[src/rtl/led_sequencer.sv]
// -----------------------------------------------------------------------------
// led_sequencer
//
// Purpose:
//   Drives an LED bar with one of four patterns: OFF, ROTATE, BOUNCE or BLINK.
//   A mode change is requested with a valid/ready handshake. An accepted
//   non-OFF request passes through a one-cycle LOAD state, where the initial
//   pattern is loaded, and then runs. In RUN a step counter divides the clock
//   down to the pattern step rate. An accepted OFF request blanks the bar on
//   the accept edge.
//
// Configuration macro:
//   LED_SEQ_BRIGHTNESS_EN - when defined, a free-running 4-bit PWM counter
//   gates every LED with (pwm_cnt < brightness). brightness = 4'hF forces full
//   on. When the macro is undefined, brightness is ignored and no PWM logic is
//   built.
//
// Parameters:
//   CLK_FREQ  - input clock frequency in Hz
//   STEP_HZ   - pattern step rate in Hz (CLK_FREQ/STEP_HZ must be >= 2)
//   NUM_LEDS  - LED vector width (>= 2)
//
// Ports:
//   clk            in   single clock, rising edge
//   rst            in   synchronous active-high reset
//   mode_req_valid in   mode change request valid
//   mode_req       in   requested mode (0 OFF, 1 ROTATE, 2 BOUNCE, 3 BLINK)
//   mode_req_ready out  request accepted on an edge where valid && ready
//   brightness     in   PWM duty code (only used with LED_SEQ_BRIGHTNESS_EN)
//   led            out  registered LED drive
//   mode           out  currently active mode
//   step_tick      out  one-cycle pulse on each pattern step
// -----------------------------------------------------------------------------
module led_sequencer #(
  parameter int unsigned CLK_FREQ = 100_000_000,
  parameter int unsigned STEP_HZ  = 2,
  parameter int unsigned NUM_LEDS = 4
) (
  input  logic                clk,
  input  logic                rst,
  input  logic                mode_req_valid,
  input  logic [1:0]          mode_req,
  output logic                mode_req_ready,
  input  logic [3:0]          brightness,
  output logic [NUM_LEDS-1:0] led,
  output logic [1:0]          mode,
  output logic                step_tick
);

  localparam logic [31:0] STEP_CYCLES = 32'(CLK_FREQ / STEP_HZ);
  localparam logic [31:0] STEP_LAST   = STEP_CYCLES - 32'd1;

  localparam logic [1:0] MODE_OFF    = 2'd0;
  localparam logic [1:0] MODE_ROTATE = 2'd1;
  localparam logic [1:0] MODE_BOUNCE = 2'd2;
  localparam logic [1:0] MODE_BLINK  = 2'd3;

  // dir = 1 means moving toward the MSB
  localparam logic DIR_UP = 1'b1;

  typedef enum logic [1:0] {
    S_OFF  = 2'd0,
    S_LOAD = 2'd1,
    S_RUN  = 2'd2
  } state_e;

  state_e               state_q, state_d;
  logic [1:0]           mode_q, mode_d;
  logic [NUM_LEDS-1:0]  pat_q, pat_d;
  logic                 dir_q, dir_d;
  logic [31:0]          cnt_q, cnt_d;
  logic                 tick_q, tick_d;

  logic                 accept;
  logic                 wrap;

  // ---------------------------------------------------------------------------
  // Pattern helpers
  // ---------------------------------------------------------------------------
  function automatic logic [NUM_LEDS-1:0] init_pattern(input logic [1:0] m);
    logic [NUM_LEDS-1:0] p;
    p = '0;
    case (m)
      MODE_ROTATE,
      MODE_BOUNCE: p[0] = 1'b1;
      MODE_BLINK:  p    = '1;
      default:     p    = '0;
    endcase
    return p;
  endfunction

  function automatic logic [NUM_LEDS-1:0] rotate_left(input logic [NUM_LEDS-1:0] p);
    return {p[NUM_LEDS-2:0], p[NUM_LEDS-1]};
  endfunction

  // Returns {new_dir, new_pattern}. The direction flips when the lit bit sits
  // at an end, so the end bit is shown exactly once per sweep.
  function automatic logic [NUM_LEDS:0] bounce_step(input logic [NUM_LEDS-1:0] p,
                                                    input logic                d);
    logic [NUM_LEDS:0] r;
    if (d == DIR_UP) begin
      if (p[NUM_LEDS-1]) r = {1'b0, (p >> 1)};
      else               r = {1'b1, (p << 1)};
    end else begin
      if (p[0])          r = {1'b1, (p << 1)};
      else               r = {1'b0, (p >> 1)};
    end
    return r;
  endfunction

  // ---------------------------------------------------------------------------
  // Handshake and step wrap detection
  // ---------------------------------------------------------------------------
  assign accept = mode_req_valid && mode_req_ready;
  assign wrap   = (state_q == S_RUN) && (cnt_q == STEP_LAST);

  // ---------------------------------------------------------------------------
  // FSM: next-state logic
  // ---------------------------------------------------------------------------
  always_comb begin
    state_d = state_q;
    if (accept) begin
      state_d = (mode_req == MODE_OFF) ? S_OFF : S_LOAD;
    end else if (state_q == S_LOAD) begin
      state_d = S_RUN;
    end
  end

  // ---------------------------------------------------------------------------
  // Datapath next values: mode, pattern, direction, step counter, tick.
  // An accepted request takes priority over a step wrap on the same edge.
  // ---------------------------------------------------------------------------
  always_comb begin
    logic [NUM_LEDS:0] bnc;
    mode_d = mode_q;
    pat_d  = pat_q;
    dir_d  = dir_q;
    cnt_d  = '0;
    tick_d = 1'b0;
    bnc    = bounce_step(pat_q, dir_q);

    if (accept) begin
      mode_d = mode_req;
      if (mode_req == MODE_OFF) begin
        pat_d = '0;
        dir_d = DIR_UP;
      end
    end else begin
      case (state_q)
        S_LOAD: begin
          pat_d = init_pattern(mode_q);
          dir_d = DIR_UP;
        end
        S_RUN: begin
          if (wrap) begin
            tick_d = 1'b1;
            case (mode_q)
              MODE_ROTATE: pat_d = rotate_left(pat_q);
              MODE_BOUNCE: begin
                dir_d = bnc[NUM_LEDS];
                pat_d = bnc[NUM_LEDS-1:0];
              end
              MODE_BLINK:  pat_d = ~pat_q;
              default:     pat_d = '0;
            endcase
          end else begin
            cnt_d = cnt_q + 32'd1;
          end
        end
        default: begin
          cnt_d = '0;
        end
      endcase
    end
  end

`ifdef LED_SEQ_BRIGHTNESS_EN
  logic [3:0]          pwm_q, pwm_d;
  logic [NUM_LEDS-1:0] led_q, led_d;
  logic                pwm_on;

  // brightness = 4'hF would otherwise be dark for one slot out of 16
  always_comb begin
    pwm_d  = pwm_q + 4'd1;
    pwm_on = (brightness == 4'hF) || (pwm_q < brightness);
    led_d  = pat_d & {NUM_LEDS{pwm_on}};
  end

  always_ff @(posedge clk) begin
    if (rst) begin
      pwm_q <= '0;
      led_q <= '0;
    end else begin
      pwm_q <= pwm_d;
      led_q <= led_d;
    end
  end
`else
  logic unused_brightness;
  assign unused_brightness = ^brightness;
`endif

  // ---------------------------------------------------------------------------
  // FSM: state and datapath registers
  // ---------------------------------------------------------------------------
  always_ff @(posedge clk) begin
    if (rst) begin
      state_q <= S_OFF;
      mode_q  <= MODE_OFF;
      pat_q   <= '0;
      dir_q   <= DIR_UP;
      cnt_q   <= '0;
      tick_q  <= 1'b0;
    end else begin
      state_q <= state_d;
      mode_q  <= mode_d;
      pat_q   <= pat_d;
      dir_q   <= dir_d;
      cnt_q   <= cnt_d;
      tick_q  <= tick_d;
    end
  end

  // ---------------------------------------------------------------------------
  // FSM: outputs
  // ---------------------------------------------------------------------------
  always_comb begin
    mode_req_ready = (state_q != S_LOAD);
    mode           = mode_q;
    step_tick      = tick_q;
`ifdef LED_SEQ_BRIGHTNESS_EN
    led            = led_q;
`else
    led            = pat_q;
`endif
  end

endmodule

[config.mk]
export PLATFORM = sky130hd
export DESIGN_NAME = led_sequencer
export DESIGN_NICKNAME = d
export VERILOG_FILES = /design/src/rtl/led_sequencer.sv
export SDC_FILE = /design/constraint.sdc
export NUM_CORES = 1
export LEC_CHECK = 0
export CORE_ASPECT_RATIO = 2
export CORE_MARGIN = 2
export CORE_UTILIZATION = 54
export CTS_BUF_LIST = sky130_fd_sc_hd__clkbuf_8
export CTS_CLUSTER_SIZE = 16
export DETAILED_ROUTE_END_ITERATION = 10
export PLACE_DENSITY = 0.77
export SLEW_MARGIN = 30
export SYNTH_ARGS = -nofsm -noshare
export SYNTH_HDL_FRONTEND = slang
export SYNTH_SLANG_ARGS = --single-unit
export TNS_END_PERCENT = 1
[constraint.sdc]
create_clock -name clk -period 2 [get_ports clk]
set_clock_uncertainty 0.05 [all_clocks]
set_input_delay 0.4 -clock clk [delete_from_list [all_inputs] [get_ports clk]]
set_output_delay 0.4 -clock clk [all_outputs]
set_load 0.02 [all_outputs]
======== Word level (Yosys, flattened, before mapping) ========
Cells that the tools add are included.
storage, ports and cells
  word-level logic and storage cells ...... 48
  memories kept ........................... 0
  latch bits .............................. 0
  output and inout port bits .............. 8
  ROM bits ................................ 0
  bits in registers ....................... 42
  memory bits (writable) .................. 0
  input port bits ......................... 9
operators by class
  eq/ne operators ......................... 10
  muxes and demuxes ....................... 19
  div/mod/pow operators ................... 0
  $add $sub $neg .......................... 1
  reductions and logical operators ........ 10
  multipliers ............................. 0
  $lt $le $gt $ge ......................... 0
  bitwise operators ....................... 2
  shifts and indexed selects .............. 0
operator list
  operator               count
  $add 32x1->32 const B  1
  $eq 32x26->1 const B   1
  $mux 5                 3
  $mux 4                 3
  $pmux 4 s3             1
  $pmux 4 s2             1
  $mux 1                 7
  $eq 2x2->1 const B     3
  $reduce_or 3->1        2
  $eq 2x1->1 const B     2
  $mux 2                 2
  $ne 2x1->1 const B     2
  $not 4->4              1
  $reduce_and 4->1       1
  $reduce_or 4->1        1
  $mux 3                 1
  $ne 3x2->1 const B     1
  $ne 3x3->1 const B     1
  $reduce_and 3->1       1
  $reduce_bool 3->1      1
  $logic_and 1x1->1      2
  $logic_not 2->1        1
  $pmux 1 s2             1
  $reduce_bool 2->1      1
  $not 1->1              1

======== Logic depth before layout (Yosys ltp) ========
  depth in word-level cells ............... 6
  depth in mapped cells ................... 7
  mapped depth without buffers ............ 6

======== Worst setup path after synthesis ========
OpenSTA, ideal clock, no wires.
  kind .................................... register -> register
  start ................................... register cnt_q[0]
  end ..................................... register cnt_q[6]
  required time ........................... 1835 ps
  setup time .............................. 115 ps
  stages on the path, launching flop included .. 8
  arrival ................................. 1759 ps
  setup slack ............................. 77 ps
  clock period less this slack ............ 1923 ps
  buffers on the path ..................... 1
  cell sequence ........................... dfxtp_1 -> ha_1 -> nand3_1 -> or2_1 -> or4_4 -> nand2b_4 -> buf_6 -> nor2_1
between the ends
  word-level cells in the longest chain between the ends .. 3
  elaborated cells on any way between the ends .. 4
  classes of those cells .................. add/sub: 1; eq/ne: 1; reduce/logical: 2
RTL lines
  what                                                                   RTL line  source
  start, declared                                                        71        logic [31:0] cnt_q, cnt_d;
  start signal, assigned                                                 219       cnt_q <= cnt_d;
  parallel branches: the longest is 3 deep, another holds $add 32x1->32  n/a
Several ways; the timed one is not identified.
A chain may end at the register's enable or synchronous reset.

======== Worst setup path after layout ========
  start ................................... register cnt_q[0]
  end ..................................... register dir_q
between the ends
  word-level cells in the longest chain between the ends .. 4
RTL lines
  what                               RTL line  source
  $eq 32x26->1                       115       assign wrap = (state_q == S_RUN) && (cnt_q == STEP_LAST);
  $logic_and 1x1->1                  115
  $ne 3x3->1 (no source line)        n/a
  $reduce_and 4->1 (no source line)  n/a
  end signal, assigned               218       dir_q <= dir_d;
  end, declared                      70        logic dir_q, dir_d;
No other way between the ends.

==> results.ini <==
[sta]
tightestPinTransition_ns=0.503
min_period_over_period_pct=98.1
holdWs_ns=0.470
final.min_clock_period_ns=1.96
final-max-slew-violation-count=0
timing.slew.headroom_pct=66.5
setup_viol=0
max_freq_ghz=0.509
hold_viol_final=0

[cts]
clk_pin_slew_ns=0.08
worstSkewPairLatency_ns=0.30
cts_made_buffers=5
h-tree-depth=2
cts.sink_count=42
root_buffer=clkbuf_8
cts_tree=built
post_cts_buffers=0
clockBufferDepth=2
hold_buffers=0

[drt]
first_pass_iters=4
wl_mm=4.61
detail-route-antenna-nets=0
wl_per_cell_microns=14.1
initialDrtViolationCount=33
vias_per_cell=5.57
drc_errors=0
dr_total_vias=1823

[synthesis]
synth_cell_types=38
synth_compound_area_share_pct=8.43
yosysTopAreaCell=dfxtp_1
synth-adder-area-share_pct=0.611
synth_seq_cells=42
yosysSeqAreaShare_pct=41.1
synth_ff_type=dfxtp_1
yosys.area_share.simple_pct=30.5
synth.mux.area_fraction_pct=2.69
synth-xor-area-share_pct=12.8
synth_top_area_share_pct=41.1
synth_area_sq_um=2050
synth_edf_count=0
netlist_instances=245
yosysWarnings=0
synth-async-reset-ratio_pct=0
avgSynthCellArea_sq_um=8.36
synthTopCellsByArea=dfxtp_1 41%, xor2_1 11%, nor2_1 7.9%
synth_nets=255
synth_top_family_by_area=simple AND/OR/NAND/NOR gates

[min_path]
hold_depth=2
hp-class=reg2reg

[worst_setup_path]
crit_buf_inv=1
required_ns=2.20
slowest_stage=or4_4
reg2reg_slack_ns=0.04
r2r_cells=7
cp_max_fo=3
cpPeakStageDelay_ns=0.59
path_depth=7
critPathArrivalTime_ns=2.16
cp-end-kind=flop
critPathKind=reg2reg
critical_path.top_delay_family=simple AND/OR/NAND/NOR gates
cp-start-kind=flop
crit_chain=ha_4 > nand3_2 > or2_4 > or4_4 > buf_6 > nor3_2 > o32a_1

[cells_and_area]
fin_cells=327
n_fill_cell=334
syn2layout_area_growth_pct=19.9
n_antenna_cell=0
nets=288
drive_gt1_share_pct=15.8

[die]
die_h_microns=91.1
rows=31
start_util_pct=56.2
ioPinCount=17
die_area_sq_um=4330
die_w_microns=47.6
core_region_area_sq_um=3650

[flow_run]
maxCapViolations=0

[global_routing]
grt_usage_pct=23.3
grt_pass1_wl_mm=7.36
grt_max_degree=33
grt_pass1_vias=1731
antenna_found_initial=0
overflow=0

[pwr]
peakVddDrop_mv=0.522
leakage_nw=0.890
power_density_nw_per_um2=604

[placement]
hpwl_mm=3.30
port_buffers=12
dp_cells=319
gp_congestion=0.744

[outcome]
outcome=finished clean

## through the flow
step                setup TNS [ns]  area [sq um]  utilization [%]  worst slack [ns]  total power [mW]
finish                           0          2450             67.3            0.0373              1.48
global route               -0.0106          2450             67.3           -0.0106              1.54
CTS                         -0.119          2410             66.2           -0.0139              1.49
detailed placement          -0.383          2340             64.1           -0.0958             0.988
global placement            -0.236          2340             64.1           -0.0612             0.985
floorplan                        0          2050                -            0.0765             0.943
## logic make-up (layout without fill, tap and decap cells)
| family | Yosys count | count (layout) |
|---|---|---|
| flops | 42 | 42 |
| compound gates | 28 | 28 |
| simple gates | 124 | 125 |
| mux | 5 | 5 |
| buf+inv | 15 | 47 |
| xor+xnor | 30 | 30 |
| fa+ha+maj | 1 | 1 |
## synth_stat cells (2+ instances only)
cell type	count
nor4_1	3
and4_1	2
or3_1	2
inv_1	6
and3_1	6
a21oi_1	13
clkbuf_1	5
nor2b_1	5
nor3_1	4
buf_6	3
nand2b_1	4
xor2_1	25
o21ai_0	4
a31oi_1	3
xnor2_1	5
nor2_1	43
nand3_1	14
dfxtp_1	42
mux2_2	4
nand2_1	24
nand4_1	10
a21o_1	2
## worst paths after layout
path	start	end
worst min register to register	cnt_q[15]	cnt_q[15]
worst max-delay path	cnt_q[0]	dir_q
worst max register to register	cnt_q[0]	dir_q
worst min-delay path	cnt_q[15]	cnt_q[15]
## worst min-delay path: stages, from the launching register on
cell and delay (ns):
dfxtp_1 0.35, xor2_1 0.07, nor2_1 0.07
## cell type report
type,count,area [sq um],share of cell area [%]
multi-input cells,189,1160,47.3
flip-flops and latches,42,843,34.4
repair buffers,34,288,11.7
clock buffers,5,68.8,2.80
well taps,49,61.3,2.50
inverters,6,22.5,0.917
clock inverters,2,10.0,0.408
## cells in the final DEF (no fill, tap or decap), types with 6 or more instances in the layout
cell	n
a21oi_1	13
and3_1	6
buf_4	21
clkdlybuf4s50_1	11
dfxtp_1	40
inv_1	6
nand2_1	24
nand3_1	13
nand4_1	10
nor2_1	43
xor2_1	25
## repair_timing
action                                  in CTS  in global routing
gates cloned                                 0                  1
endpoints found under the setup margin      24                 33
pin swaps                                    0                  3
gates resized for setup                      1                  8
## metal layers
| layer | vias up | routed length [microns] | global-route usage, % |
|---|---|---|---|
| met1 | 873 | 1670 | 21.1 |
| met2 | 39 | 2650 | 43.7 |
| li1 | 900 | - | - |
| met5 | - | 0 | 0 |
| met4 | 0 | 135 | 10.8 |
| met3 | 11 | 153 | 4.97 |
## sequential cells by signal, summed over array words and instances (netlist names)
signal / count
cnt_q: 32
led: 4
mode: 2
step_tick: 1
dir_q: 1
state_q: 2
## report_power, final
part | internal (mW) | total (mW) | switching [mW]
registers | 0.845 | 0.853 | 0.00803
clock network | 0.234 | 0.514 | 0.280
logic | 0.0505 | 0.117 | 0.0664
total | 1.13 | 1.48 | 0.354
Power figures use the tool's default switching activity.
